==> src/rtl/run_monitor.sv <==
// rtl/run_monitor.sv - run monitor: snoops register writes and retires, counts a run, and reports its verdict
module run_monitor #(
    parameter int XLEN       = 64,
    parameter int NUM_WATCH  = 3,
    parameter int WATCH_BASE = 27,
    parameter int DONE_REG   = 26,
    parameter int PASS_REG   = 27,
    parameter int CNT_W      = 32
) (
    input  logic                      clk,
    input  logic                      rst,
    input  logic                      start,
    input  logic                      clear,
    input  logic                      wr_en,
    input  logic [4:0]                wr_addr,
    input  logic [XLEN-1:0]           wr_data,
    input  logic                      retire,
    input  logic [CNT_W-1:0]          max_cycles,
    output logic [1:0]                state,
    output logic                      pass,
    output logic                      fail,
    output logic [CNT_W-1:0]          cycles,
    output logic [CNT_W-1:0]          instret,
    output logic [NUM_WATCH*XLEN-1:0] watch_val,
    output logic [NUM_WATCH*8-1:0]    watch_cnt
);

    localparam logic [1:0] S_IDLE    = 2'd0;
    localparam logic [1:0] S_RUN     = 2'd1;
    localparam logic [1:0] S_DONE    = 2'd2;
    localparam logic [1:0] S_TIMEOUT = 2'd3;

    logic [1:0]       state_q;
    logic [1:0]       state_d;
    logic [CNT_W-1:0] cycles_inc;
    logic             wr_ok;
    logic             done_hit;
    logic             timeout_hit;
    logic             pass_shadow;
    logic             run_active;
    logic             set_verdict;

    assign state       = state_q;
    assign wr_ok       = wr_en && (wr_addr != 5'd0);
    assign done_hit    = wr_ok && (wr_addr == 5'(DONE_REG)) && (wr_data != '0);
    assign cycles_inc  = cycles + CNT_W'(1);
    assign timeout_hit = (max_cycles != '0) && (cycles_inc == max_cycles);

    always_ff @(posedge clk or negedge rst) begin
        if (!rst) begin
            state_q <= S_IDLE;
        end else begin
            state_q <= state_d;
        end
    end

    // A DONE write outranks a timeout landing on the same edge.
    always_comb begin
        state_d = state_q;
        if (clear) begin
            state_d = S_IDLE;
        end else begin
            case (state_q)
                S_IDLE:  if (start) state_d = S_RUN;
                S_RUN: begin
                    if (done_hit) begin
                        state_d = S_DONE;
                    end else if (timeout_hit) begin
                        state_d = S_TIMEOUT;
                    end
                end
                default: state_d = state_q;
            endcase
        end
    end

    always_comb begin
        run_active  = (state_q == S_RUN) && !clear;
        set_verdict = run_active && done_hit;
    end

    // The verdict samples the shadow before this cycle's write, so DONE_REG==PASS_REG sees the old value.
    always_ff @(posedge clk or negedge rst) begin
        if (!rst) begin
            pass        <= 1'b0;
            fail        <= 1'b0;
            pass_shadow <= 1'b0;
            cycles      <= '0;
            instret     <= '0;
            watch_val   <= '0;
            watch_cnt   <= '0;
        end else if (clear) begin
            pass        <= 1'b0;
            fail        <= 1'b0;
            pass_shadow <= 1'b0;
            cycles      <= '0;
            instret     <= '0;
            watch_val   <= '0;
            watch_cnt   <= '0;
        end else if (run_active) begin
            cycles <= cycles_inc;
            if (retire) begin
                instret <= instret + CNT_W'(1);
            end
            if (wr_ok && (wr_addr == 5'(PASS_REG))) begin
                pass_shadow <= (wr_data == XLEN'(1));
            end
            if (set_verdict) begin
                pass <= pass_shadow;
                fail <= !pass_shadow;
            end
            for (int i = 0; i < NUM_WATCH; i++) begin
                if (wr_ok && (int'(wr_addr) == WATCH_BASE + i)) begin
                    watch_val[i*XLEN +: XLEN] <= wr_data;
                    if (watch_cnt[i*8 +: 8] != 8'hff) begin
                        watch_cnt[i*8 +: 8] <= watch_cnt[i*8 +: 8] + 8'd1;
                    end
                end
            end
        end
    end

endmodule
==> config.mk <==
export PLATFORM = sky130hd
export DESIGN_NAME = run_monitor
export DESIGN_NICKNAME = d
export VERILOG_FILES = /design/src/rtl/run_monitor.sv
export SDC_FILE = /design/constraint.sdc
export NUM_CORES = 1
export LEC_CHECK = 0
export ABC_AREA = 1
export CORE_ASPECT_RATIO = 0.75
export CORE_UTILIZATION = 40
export CTS_CLUSTER_SIZE = 10
export DETAILED_ROUTE_END_ITERATION = 7
export GPL_TIMING_DRIVEN = 0
export PLACE_DENSITY = 0.72
export SLEW_MARGIN = 10
export SYNTH_ARGS = -nofsm -noshare
export SYNTH_HDL_FRONTEND = slang
export SYNTH_SLANG_ARGS = --single-unit
export TNS_END_PERCENT = 30
==> constraint.sdc <==
create_clock -name clk -period 2.8 [get_ports clk]
set_clock_uncertainty 0.15 [all_clocks]
set_input_delay 0.42 -clock clk [delete_from_list [all_inputs] [get_ports clk]]
set_output_delay 0.42 -clock clk [all_outputs]
set_load 0.005 [all_outputs]
Word level (Yosys, flattened, before mapping)
Index checks and enable logic that the tools add are counted.
{"block": "op_classes", "add_sub_neg": 5, "multipliers": 0, "div": 0, "order_cmp": 0, "eq_ne": 13, "n_shift": 0, "mux": 32, "bitwise_logic": 0, "reduce_logical": 37}
{"operator": "$mux 192", "n": 2}
{"operator": "$mux 64", "n": 3}
{"operator": "$mux 32", "n": 5}
{"operator": "$add 32x1->32 const B", "n": 2}
{"operator": "$eq 64x1->1 const B", "n": 1}
{"operator": "$reduce_bool 64->1", "n": 1}
{"operator": "$mux 24", "n": 2}
{"operator": "$mux 8", "n": 6}
{"operator": "$eq 32x32->1", "n": 1}
{"operator": "$reduce_bool 32->1", "n": 1}
{"operator": "$add 8x1->8 const B", "n": 3}
{"operator": "$ne 8x8->1 const B", "n": 3}
{"operator": "$reduce_bool 2->1", "n": 10}
{"operator": "$reduce_and 2->1", "n": 6}
{"operator": "$reduce_and 3->1", "n": 4}
{"operator": "$eq 5x3->1 const B", "n": 2}
{"operator": "$eq 5x5->1 const B", "n": 2}
{"operator": "$logic_and 1x1->1", "n": 10}
{"operator": "$mux 1", "n": 9}
{"operator": "$mux 2", "n": 4}
{"operator": "$eq 5x4->1 const B", "n": 1}
{"operator": "$reduce_bool 5->1", "n": 1}
{"operator": "$ne 4x4->1 const B", "n": 1}
{"operator": "$pmux 2 s2", "n": 1}
{"operator": "5 further kinds", "n": 6}
{"block": "totals", "regBits": 285, "latchBits": 0, "mem_bits_rw": 0, "mem_bits_ro": 0, "inputBits": 107, "output_inout_bits": 284, "elab_cells": 99, "memories": 0}

Depth between registers and ports, before layout
{"block": "logic_depth", "word_depth": 8, "depth_mapped": 18, "depth_no_buf": 18}

Worst setup path after synthesis
Ideal clock, no wire load.
{"block": "synth_path", "path_type": "flip-flop to flip-flop", "start": "register cycles[0]", "end": "register state_q[0] (netlist: state[0])", "setup_time_ns": 0.117, "arrival_time_ns": 1.905, "required_time_ns": 2.533, "slack_ns": 0.628, "stages_incl_launch_ff": 19, "path_buffers": 0, "synth_period_minus_slack_ns": 2.172, "path_cell_list": "dfrtp_1 ha_1 nand2_1 nor2_4 nand2_2 nor2_4 nand2_1 nand2_1 nand2_1 nand2_1 nand2_1 nor2_1 nand2_1 nor2_1 nand3_1 nand2_1 nand2_1 nand2_1 nand2_1"}
{"block": "synth_via", "elab_chain_len": 5}
{"item": "start, declared", "line": "22", "rtl": "output logic [CNT_W-1:0] cycles,"}
{"item": "start signal, assigned", "line": "101", "rtl": "cycles <= cycles_inc;"}
{"item": "$add 32x1->32", "line": "46", "rtl": "assign cycles_inc = cycles + CNT_W'(1);"}
{"item": "$eq 32x32->1", "line": "47", "rtl": "assign timeout_hit = (max_cycles != '0) && (cycles_inc == max_cycles);"}
{"item": "$logic_and 1x1->1", "line": "47"}
{"item": "$ne 4x4->1 (no line)"}
{"item": "$reduce_and 3->1 (no line)"}
{"item": "end signal, assigned", "line": "53", "rtl": "state_q <= state_d;"}
{"item": "end, declared", "line": "33", "rtl": "logic [1:0] state_q;"}
Every way passes these cells.
A chain may end at the register's enable or synchronous reset.

Final worst setup path
{"block": "layout_path", "start": "register cycles[13]", "end": "register state_q[0] (netlist: state[0])"}
Same word-level chain as after synthesis.

==> metrics.txt <==
# TYPE chip_impl_metric gauge
chip_impl_metric{name="clkLatencyLatePin",unit="ns"} 0.52
chip_impl_metric{name="slew_headroom",unit=""} 0.504
chip_impl_metric{name="syn-cell-area",unit="µm²"} 13300
chip_impl_metric{name="die_width",unit="µm"} 213
chip_impl_metric{name="clock_tree.htree_level_count",unit=""} 2
chip_impl_metric{name="critical_path_arrival",unit="ns"} 2.88
chip_impl_metric{name="critPathBufInv",unit=""} 0
chip_impl_metric{name="grt_antenna_before_repair",unit=""} 0
chip_impl_metric{name="synth.ff_latch_count",unit=""} 285
chip_impl_info{name="crit_path_frequent_cell",value="sky130_fd_sc_hd__nand2_1"} 1
chip_impl_metric{name="postSynth.asyncResetShare",unit=""} 1.00
chip_impl_metric{name="worstPathRequired",unit="ns"} 3.05
chip_impl_metric{name="weighted_congestion_at_the_end_of_routability_driven_global_placement",unit=""} 0.921
chip_impl_metric{name="hold_violations",unit=""} 0
chip_impl_metric{name="synth-edff-count",unit=""} 0
chip_impl_metric{name="final_layout_size_suffix_gt1_frac",unit=""} 0.0510
chip_impl_info{name="tritoncts",value="built"} 1
chip_impl_metric{name="post_layout_nonfiller_instances",unit=""} 2521
chip_impl_metric{name="setup_viol",unit=""} 0
chip_impl_metric{name="vdd.ir_drop.worst",unit="mV"} 0.491
chip_impl_metric{name="layout-area-overhead-vs-synth",unit="%"} 41.9
chip_impl_metric{name="clock_tree.buffer_depth",unit=""} 3
chip_impl_metric{name="mean_syn_cell_area",unit="µm²"} 8.12
chip_impl_metric{name="max_cap_viol_count",unit=""} 0
chip_impl_metric{name="rrSetupSlack",unit="ns"} 0.17
chip_impl_metric{name="antenna_left",unit=""} 0
chip_impl_metric{name="timing.hold.ws",unit="ns"} 0.330
chip_impl_metric{name="routed-via-count",unit=""} 13300
chip_impl_info{name="synth_top_cells_by_count",value="sky130_fd_sc_hd__nand2_1, sky130_fd_sc_hd__dfrtp_1, sky130_fd_sc_hd__o21ai_0"} 1
chip_impl_info{name="hold_path_class",value="in2async"} 1
chip_impl_metric{name="initial_core_util",unit=""} 0.409
chip_impl_metric{name="floorplan.rows",unit=""} 57
chip_impl_metric{name="pin_count_of_the_biggest_net_entering_global_routing",unit=""} 103
chip_impl_metric{name="half_perimeter_wire_length_after_detailed_placement",unit="mm"} 34.7
chip_impl_metric{name="timing.reg2reg.worst_path_depth",unit=""} 15
chip_impl_metric{name="die_height",unit="µm"} 160
chip_impl_metric{name="design.core.area",unit="µm²"} 32500
chip_impl_info{name="timing.critical_path.to_type",value="register"} 1
chip_impl_info{name="slowest_stage",value="sky130_fd_sc_hd__dfrtp_1"} 1
chip_impl_metric{name="portBuffers",unit=""} 390
chip_impl_info{name="critPathKind",value="reg2reg"} 1
chip_impl_metric{name="n_antenna_cell",unit=""} 0
chip_impl_info{name="top_reg_cell_synth",value="sky130_fd_sc_hd__dfrtp_1"} 1
chip_impl_metric{name="grtUsageTotal",unit=""} 0.272
chip_impl_metric{name="critical_path_peak_fanout",unit=""} 6
chip_impl_metric{name="netlist-cell-type-count",unit=""} 43
chip_impl_info{name="critical_path.top_delay_family",value="simple AND/OR/NAND/NOR gates"} 1
chip_impl_metric{name="cts-buffers-inserted",unit=""} 35
chip_impl_metric{name="syn_inst",unit=""} 1638
chip_impl_metric{name="period_needed",unit="ns"} 2.63
chip_impl_metric{name="timing_max_transition_violations_final",unit=""} 0
chip_impl_metric{name="via_count_of_the_first_global_routing_pass",unit=""} 12800
chip_impl_metric{name="initialDrtViolationCount",unit=""} 1175
chip_impl_metric{name="worst_pin_slew",unit="ns"} 0.743
chip_impl_metric{name="synth-seq-area-share",unit=""} 0.536
chip_impl_metric{name="leakagePower",unit="nW"} 7.97
chip_impl_info{name="cp_cell_sequence",value="nand2_1 > nor2_1 > nand2_1 > nor2_4 > nand2_1 > xor2_1 > nand2_1 > nand2_1 > nand2_1 > nor2_2 > nand3_2 > nand2_2 > nand2_1 > nand2_1 > nand2_1"} 1
chip_impl_metric{name="maxClockFrequency",unit="GHz"} 0.380
chip_impl_metric{name="power.density",unit="nW/µm²"} 546
chip_impl_info{name="status",value="finished, final reports clean"} 1
chip_impl_metric{name="synth_warnings",unit=""} 0
chip_impl_info{name="synth_area_leaders",value="sky130_fd_sc_hd__dfrtp_1, sky130_fd_sc_hd__nand2_1, sky130_fd_sc_hd__o21ai_0, sky130_fd_sc_hd__nor2_1, sky130_fd_sc_hd__inv_1"} 1
chip_impl_info{name="synth_top_cell_by_area",value="sky130_fd_sc_hd__dfrtp_1"} 1
chip_impl_metric{name="vias_per_cell",unit=""} 5.27
chip_impl_metric{name="critical_path.max_stage_delay",unit="ns"} 0.51
chip_impl_metric{name="layout.nets",unit=""} 2182
chip_impl_metric{name="cts.sinks",unit=""} 285
chip_impl_metric{name="remaining_design_rule_violation_count",unit=""} 0
chip_impl_metric{name="clkSlewWorstSetupHoldPaths",unit="ns"} 0.06
chip_impl_metric{name="period_share",unit=""} 0.939
chip_impl_metric{name="remaining_overflow_grt",unit=""} 0
chip_impl_info{name="critPathLaunchType",value="register"} 1
chip_impl_metric{name="design.die.area",unit="µm²"} 34000
chip_impl_info{name="clock_tree.root_cell",value="sky130_fd_sc_hd__clkbuf_16"} 1
chip_impl_metric{name="placed_cells",unit=""} 2472
chip_impl_info{name="cell_with_the_most_instances_after_synthesis",value="sky130_fd_sc_hd__nand2_1"} 1
chip_impl_metric{name="drt_first_pass_iters",unit=""} 5
chip_impl_metric{name="synthDominantCellAreaShare",unit=""} 0.536
chip_impl_metric{name="drt-total-wl",unit="mm"} 47.0
chip_impl_metric{name="wire_length_of_the_first_global_routing_pass",unit="mm"} 71.7
chip_impl_metric{name="cp_num_cells",unit=""} 15
chip_impl_metric{name="wl_per_cell",unit="µm"} 18.6
chip_impl_metric{name="io_pins",unit=""} 391
chip_impl_metric{name="synthesis.nets",unit=""} 1750
## layout make-up
cell class,count,area [µm²]
Sequential cell,285,7130
Fill cell,2959,13600
Clock inverter,4,35.0
Multi-Input combinational cell,1173,5540
Inverter,120,452
Tap cell,442,553
Timing Repair Buffer,395,3990
Clock buffer,42,953
Buffer,60,229
## path summary, 6_finish.rpt
kind | startpoint | endpoint
worst max-delay path | cycles[13] | state[0]
worst min-delay path | rst | instret[21]
min in group clk | watch_val[2] | watch_val[2]
worst min register to register | watch_val[2] | watch_val[2]
max in group asynchronous | rst | watch_val[115]
worst max register to register | cycles[13] | state[0]
## state kept, by name, summed over array words and instances (netlist names)
register,count
instret,32
pass_shadow,1
cycles,32
fail,1
state,2
pass,1
watch_val,192
watch_cnt,24
## repair_timing
item / in CTS / in global routing
hold endpoints to repair: 87 / 0
pin swaps: 0 / 6
gates resized for setup: 1 / 17
hold buffers: 1 / 0
cloned: 0 / 0
setup buffers: 0 / 2
setup endpoints to repair: 3 / 11
## power breakdown
part / switching [mW] / total, mW / internal (mW) / leakage, nW
Sequential: 0.186 / 4.57 / 4.38 / 3.79
Combinational: 0.870 / 1.65 / 0.780 / 3.69
Clock: 1.71 / 4.09 / 2.38 / 0.488
## logic make-up after synthesis
kind of cell    Yosys count  synth area share
compound gates          304             0.119
xor+xnor                 15            0.0140
fa+ha+maj                 5           0.00470
buf+inv                 180            0.0510
flops                   285             0.536
simple gates            849             0.275
## metrics by stage
| step | utilization | worst slack (ns) | setup TNS, ns | instance area, µm² | power, mW |
|---|---|---|---|---|---|
| after global placement | 0.546 | -11.30 | -3260.64 | 17800 | 6.23 |
| after CTS | 0.579 | 0.0197 | 0 | 18800 | 10.4 |
| final | 0.581 | 0.170 | 0 | 18900 | 10.3 |
| after global routing | 0.581 | -0.0119 | -0.0119 | 18900 | 10.7 |
| after detailed placement | 0.548 | -0.482 | -57.33 | 17800 | 6.26 |
| after floorplan | - | 0.628 | 0 | 13300 | 5.16 |
## cell usage in the layout (no fill, tap or decap), drive strengths merged
cell             n
nor2           157
dlygate4sd3      1
o31ai            2
o41ai            1
inv            118
a211oi           3
o21ai          234
nor3b            3
o221a            1
ha               5
o22ai           21
nand3b          13
o21a             2
xnor3            4
a31oi            3
nand2          536
clkdlybuf4s50  389
xnor2            1
clkbuf          99
a221oi           1
clkinv           6
buf              8
nand3           80
nor3            27
nand4           14
dfrtp          285
nor4            15
a21oi           36
and3             1
and2             3
xor2            10
## metal layers
layer / track usage / wire [µm]
met1: 0.388 / 20900
met2: 0.415 / 21000
met3: 0.0600 / 3790
met4: 0.0775 / 1230
met5: 0 / 0
Note: power is estimated with default switching activity, not from simulation.
